$ cat src/rtl/pc_bpred_pkg.sv
// Shared types and helpers for the fetch-stage PC and branch target buffer.
package pc_bpred_pkg;

  // Two-bit saturating direction counter; the MSB is the taken prediction.
  typedef enum logic [1:0] {
    SNT = 2'b00,
    WNT = 2'b01,
    WT  = 2'b10,
    ST  = 2'b11
  } btb_ctr_t;

  // One BTB line. The tag field is sized for the smallest index (IDX_W=0);
  // deeper tables zero-extend their narrower tag into it.
  typedef struct packed {
    logic        valid;
    logic [29:0] tag;
    logic [31:0] target;
    btb_ctr_t    ctr;
  } btb_entry_t;

  localparam logic [31:0] PC_STEP = 32'd4;

  // Strengthen towards taken, saturating at ST.
  function automatic btb_ctr_t sat_inc(input btb_ctr_t c);
    case (c)
      SNT:     sat_inc = WNT;
      WNT:     sat_inc = WT;
      WT:      sat_inc = ST;
      ST:      sat_inc = ST;
      default: sat_inc = WNT;
    endcase
  endfunction

  // Strengthen towards not-taken, saturating at SNT.
  function automatic btb_ctr_t sat_dec(input btb_ctr_t c);
    case (c)
      SNT:     sat_dec = SNT;
      WNT:     sat_dec = SNT;
      WT:      sat_dec = WNT;
      ST:      sat_dec = WT;
      default: sat_dec = WNT;
    endcase
  endfunction

endpackage

$ cat src/rtl/pc_bpred_btb.sv
// Direct-mapped branch target buffer: combinational lookup, one update port.
module pc_bpred_btb
  import pc_bpred_pkg::*;
#(
  parameter int ENTRIES = 16
) (
  input  logic        CLK,
  input  logic        nRST,
  input  logic [31:0] lookup_pc,
  output logic        lookup_hit,
  output logic        lookup_ctr_msb,
  output logic [31:0] lookup_target,
  input  logic        upd_en,
  input  logic [31:0] upd_pc,
  input  logic        upd_taken,
  input  logic [31:0] upd_target
);

  localparam int IDX_W = $clog2(ENTRIES);
  localparam int TAG_W = 30 - IDX_W;

  btb_entry_t       mem_r [ENTRIES];
  btb_entry_t       lk_entry_s;
  btb_entry_t       up_entry_s;
  btb_entry_t       nxt_entry_s;
  logic [IDX_W-1:0] lk_idx_s;
  logic [IDX_W-1:0] up_idx_s;
  logic             up_hit_s;
  logic             wr_s;
  logic             unused_s;

  // Tag of a PC, zero-extended into the entry's tag field.
  function automatic logic [29:0] tag_of(input logic [31:0] pc);
    logic [29:0] t;
    t = 30'd0;
    t[TAG_W-1:0] = pc[31:IDX_W+2];
    return t;
  endfunction

  assign lk_idx_s = lookup_pc[IDX_W+1:2];
  assign up_idx_s = upd_pc[IDX_W+1:2];
  // Byte-offset bits never take part in indexing or tagging.
  assign unused_s = ^{lookup_pc[1:0], upd_pc[1:0]};

  // Lookup reads the stored line, so a same-cycle write is seen only next cycle.
  always_comb begin
    lk_entry_s     = mem_r[lk_idx_s];
    lookup_hit     = lk_entry_s.valid && (lk_entry_s.tag == tag_of(lookup_pc));
    lookup_ctr_msb = lk_entry_s.ctr[1];
    lookup_target  = lk_entry_s.target;
  end

  // Decide whether and how the indexed line changes for a resolved branch.
  always_comb begin
    up_entry_s  = mem_r[up_idx_s];
    up_hit_s    = up_entry_s.valid && (up_entry_s.tag == tag_of(upd_pc));
    nxt_entry_s = up_entry_s;
    wr_s        = 1'b0;
    if (upd_en) begin
      if (up_hit_s) begin
        wr_s = 1'b1;
        if (upd_taken) begin
          nxt_entry_s.ctr    = sat_inc(up_entry_s.ctr);
          nxt_entry_s.target = upd_target;
        end else begin
          nxt_entry_s.ctr    = sat_dec(up_entry_s.ctr);
        end
      end else if (upd_taken) begin
        wr_s               = 1'b1;
        nxt_entry_s.valid  = 1'b1;
        nxt_entry_s.tag    = tag_of(upd_pc);
        nxt_entry_s.target = upd_target;
        nxt_entry_s.ctr    = WT;
      end else begin
        wr_s = 1'b0;
      end
    end else begin
      wr_s = 1'b0;
    end
  end

  // Storage: async clear to invalid/weakly-not-taken, single write port.
  always_ff @(posedge CLK or negedge nRST) begin
    if (!nRST) begin
      for (int i = 0; i < ENTRIES; i++) begin
        mem_r[i] <= '{valid: 1'b0, tag: 30'd0, target: 32'd0, ctr: WNT};
      end
    end else if (wr_s) begin
      mem_r[up_idx_s] <= nxt_entry_s;
    end
  end

endmodule

$ cat src/rtl/pc_bpred.sv
// Fetch program counter with BTB-based next-PC prediction and EX redirect.
module pc_bpred
  import pc_bpred_pkg::*;
#(
  parameter logic [31:0] PC_INIT     = 32'd0,
  parameter int          BTB_ENTRIES = 16,
  parameter bit          BTB_EN      = 1'b1
) (
  input  logic        CLK,
  input  logic        nRST,
  input  logic        ihit,
  input  logic        halt,
  input  logic        stall,
  input  logic        ex_update,
  input  logic [31:0] ex_pc,
  input  logic        ex_taken,
  input  logic [31:0] ex_target,
  input  logic        ex_mispredict,
  input  logic [31:0] ex_correct_pc,
  output logic [31:0] iaddr,
  output logic        pred_taken,
  output logic [31:0] pred_npc
);

  logic [31:0] iaddr_r;
  logic        btb_hit_s;
  logic        btb_ctr_msb_s;
  logic [31:0] btb_target_s;
  logic        btb_wr_s;
  logic        pred_taken_s;
  logic [31:0] pred_npc_s;

  // With prediction disabled the table is never written and so never hits.
  assign btb_wr_s = BTB_EN && ex_update;

  pc_bpred_btb #(.ENTRIES(BTB_ENTRIES)) u_btb (
    .CLK            (CLK),
    .nRST           (nRST),
    .lookup_pc      (iaddr_r),
    .lookup_hit     (btb_hit_s),
    .lookup_ctr_msb (btb_ctr_msb_s),
    .lookup_target  (btb_target_s),
    .upd_en         (btb_wr_s),
    .upd_pc         (ex_pc),
    .upd_taken      (ex_taken),
    .upd_target     (ex_target)
  );

  // Next-PC prediction for the address currently being fetched.
  always_comb begin
    pred_taken_s = 1'b0;
    pred_npc_s   = iaddr_r + PC_STEP;
    if (BTB_EN && btb_hit_s && btb_ctr_msb_s) begin
      pred_taken_s = 1'b1;
      pred_npc_s   = btb_target_s;
    end else begin
      pred_taken_s = 1'b0;
      pred_npc_s   = iaddr_r + PC_STEP;
    end
  end

  // PC register: halt beats redirect, redirect beats stall and icache miss.
  always_ff @(posedge CLK or negedge nRST) begin
    if (!nRST) begin
      iaddr_r <= PC_INIT;
    end else if (halt) begin
      iaddr_r <= iaddr_r;
    end else if (ex_mispredict) begin
      iaddr_r <= ex_correct_pc;
    end else if (stall || !ihit) begin
      iaddr_r <= iaddr_r;
    end else begin
      iaddr_r <= pred_npc_s;
    end
  end

  assign iaddr      = iaddr_r;
  assign pred_taken = pred_taken_s;
  assign pred_npc   = pred_npc_s;

endmodule

$ cat config.mk
export PLATFORM = sky130hd
export DESIGN_NAME = pc_bpred
export DESIGN_NICKNAME = d
export VERILOG_FILES = /design/src/rtl/pc_bpred_pkg.sv /design/src/rtl/pc_bpred_btb.sv /design/src/rtl/pc_bpred.sv
export SDC_FILE = /design/constraint.sdc
export NUM_CORES = 2
export LEC_CHECK = 0
export CAP_MARGIN = 20
export CORE_ASPECT_RATIO = 0.6
export CORE_MARGIN = 1
export CORE_UTILIZATION = 52
export CTS_CLUSTER_SIZE = 25
export DETAILED_ROUTE_END_ITERATION = 6
export GPL_ROUTABILITY_DRIVEN = 0
export PLACE_DENSITY_LB_ADDON = 0.2
export RECOVER_POWER = 100
export SKIP_CTS_REPAIR_TIMING = 1
export SYNTH_ARGS = -nofsm -noshare
export SYNTH_HDL_FRONTEND = slang
export SYNTH_HIERARCHICAL = 1
export SYNTH_SLANG_ARGS = --single-unit
$ cat constraint.sdc
create_clock -name CLK -period 16.9 [get_ports CLK]
set_clock_uncertainty 0.15 [all_clocks]
set_input_delay 3.38 -clock CLK [delete_from_list [all_inputs] [get_ports CLK]]
set_output_delay 3.38 -clock CLK [all_outputs]
set_load 0.1 [all_outputs]
==> reports/results.tsv <==
metric	value	unit
clockBufferDepth	3	
tightest_slew	5.41	ns
synth_cells	4045	
outcome	complete, but fails checks	
swShare	32.3	%
grt_overflow	0	
synth_seq_area_share	45.5	%
io_buffers	166	
syn_to_final_growth	8.63	%
wirelength	175	mm
synthArstFlopShare	100	%
final_common_cell	dfrtp_1	
irDropWorstVdd	0.0853	mV
cts_root_buffer	clkbuf_16	
p_leak	27.9	nW
grt_start_max_net_pins	185	
synth_seq_cells	1072	
detail_route.vias_per_cell	6.73	
fin_total_pwr	7.93	mW
dpl_worst_slack	5.41	ns
nNetsFinal	4106	
maxCapViolCount	9	
period_share	85.9	%
first_pass_iters	7	
start_kind	register	
violations	design-rule violations, max-capacitance violations, max-slew violations	
powerDensity	124	nW/um2
max_slew_margin	-261	%
p_comb_share	26.6	%
seq_power_share	41.8	%
synth_top_area_share	44.8	%
die_width	437	um
antenna_found_initial	3	
insertion_delay	0.74	ns
placementRows	95	
worst-setup-path-type	reg -> out	
h-tree-depth	3	
grt_pass1_vias	37400	
die_height	263	um
layout_common_cells	1052 x dfrtp_1, 708 x mux2_2, 571 x mux4_2	
hold_viol	0	
setup_viol	0	
synth_area_per_cell	14.6	um2
n_fill_cell	8950	
antenna_left	0	
rsz0062_at_grt	no	
arrival	10.99	ns
internal_power	5.37	mW
dieArea	115000	um2
io_pins	169	
cts_num_sinks	1072	
seq_area	26900	um2
cp_max_fo	46	
dr_total_vias	37600	
synth_edf_count	0	
drc	14	
syn_nets	4150	
avgRoutedWirePerCell	31.4	um
grt_use_total	31.0	%
cts_inserted_buffers	102	
post-synth-top-area-cell	dfrtp_1	
path_clk_slew	0.07	ns
clkPwrFrac	31.5	%
final.setup.tns	0	ns
multiInputGateArea	29400	um2
synth_flop_cell	dfrtp_1	
synth_cell_types	86	
grt_pass1_wl	262	mm
core-area	112000	um2
hpwl	106	mm
cts_tree	built	
max_freq	68.9	MHz
maxSlewViolCount	522	
initial_core_util	52.5	%
synth_area	58900	um2
end_kind	primary output	
drive_gt1_share	39.3	%
synth-warning-count	6	
layout_setup_ws	2.38	ns
switching_power	2.56	mW
crit_required	13.37	ns
hp-class	reg -> reg	
fin_crit	14.52	ns
synthTopCellsByArea	dfrtp_1 45%, mux4_2 22%, mux2_2 14%	
drt_iter0_markers	4390	
-- metrics by stage --
step                instance area [um2]  hold slack, ns  std cells  utilization, %
floorplan                         58900           0.300       4045               -
global placement                  60800           0.325       5399            54.2
detailed placement                60800           0.328       5399            54.2
CTS                               64400           0.343       5584            57.4
global route                      64000           0.363       5589            57.1
finish                            64000           0.342       5589            57.1
-- power groups by stage --
stage	sequential, mW	combinational, mW	clock (mW)
detailed placement	3.35	2.11	0
finish	3.31	2.11	2.50
CTS	3.30	2.12	2.53
global route	3.37	2.23	2.64
global placement	3.33	2.09	0
floorplan	3.30	1.50	0
-- worst max-delay path, cell delays in order, from the launching register on --
cell and delay [ns]:
dfrtp_4 0.85, buf_4 0.67, clkbuf_1 2.45, mux4_2 0.50
mux4_2 0.54, xor2_1 0.17, nor4_1 0.64, nand3_1 0.16
nor4_1 0.32, clkbuf_1 0.46, nand2_2 0.65, inv_2 0.92
nand2_1 0.17, o21ai_0 0.34, dlygate4sd3_1 1.30
-- state kept, by name, indices dropped and copies added, names as in the netlist --
name / flops
iaddr: 32
u_btb/mem_r: 1040
-- per-layer routing --
| metal | vias up | GRT usage (%) | routed length (um) |
|---|---|---|---|
| met4 | 0 | 7.38 | 4860 |
| li1 | 15400 | - | - |
| met3 | 277 | 8.84 | 17800 |
| met1 | 20200 | 47.1 | 76700 |
| met5 | - | 0 | 0 |
| met2 | 1752 | 43.9 | 76000 |
-- synthesized netlist by cell type (7+ instances only) --
master,n
buf_6,56
nor4_1,21
a22oi_1,22
and4_1,15
mux2i_2,12
mux2_2,714
xnor2_1,31
a21o_1,8
mux2i_1,90
or2_2,20
a21oi_1,210
clkbuf_1,117
o21ai_0,50
buf_4,86
buf_2,73
and2_1,7
inv_1,20
or3_1,8
nor3_1,16
mux2_4,56
buf_1,41
a221o_1,14
dfstp_2,16
nand2b_1,9
buf_12,7
nor2b_1,73
o22ai_1,10
mux4_2,571
nor2_1,238
and3_1,16
xor2_1,40
mux2_1,72
a221oi_1,7
nand3_1,30
nand2_1,99
dfrtp_1,1056
nand4_1,14
-- path summary, 6_finish.rpt --
kind,start,end,slack [ns],cells past startpoint
max,iaddr[3],pred_npc[27],2.38,14
min,u_btb/mem_r[779],u_btb/mem_r[779],0.34,1
max reg2reg,iaddr[3],iaddr[30],7.21,15
min reg2reg,u_btb/mem_r[779],u_btb/mem_r[779],0.34,1
max in group asynchronous,nRST,u_btb/mem_r[322],5.56,2
min in group asynchronous,nRST,u_btb/mem_r[569],4.50,1
-- layout make-up --
cell class,count,share of cell area [%]
antenna,4,0.0156
inverter,23,0.139
clock inverter,54,1.06
sequential,1072,41.9
timing repair buffer,235,3.49
multi-input combinational,2567,45.9
tap,1503,2.94
clock buffer,131,4.55
-- cell families after synthesis --
logic type / count (synthesis) / share of synthesized area, %
compound gates: 381 / 3.92
xor+xnor: 71 / 1.05
fa+ha+maj: 1 / 0.0212
buf+inv: 406 / 4.21
flops: 1072 / 45.5
mux: 1515 / 40.1
simple gates: 599 / 5.18
Power figures use the tool's default switching activity.
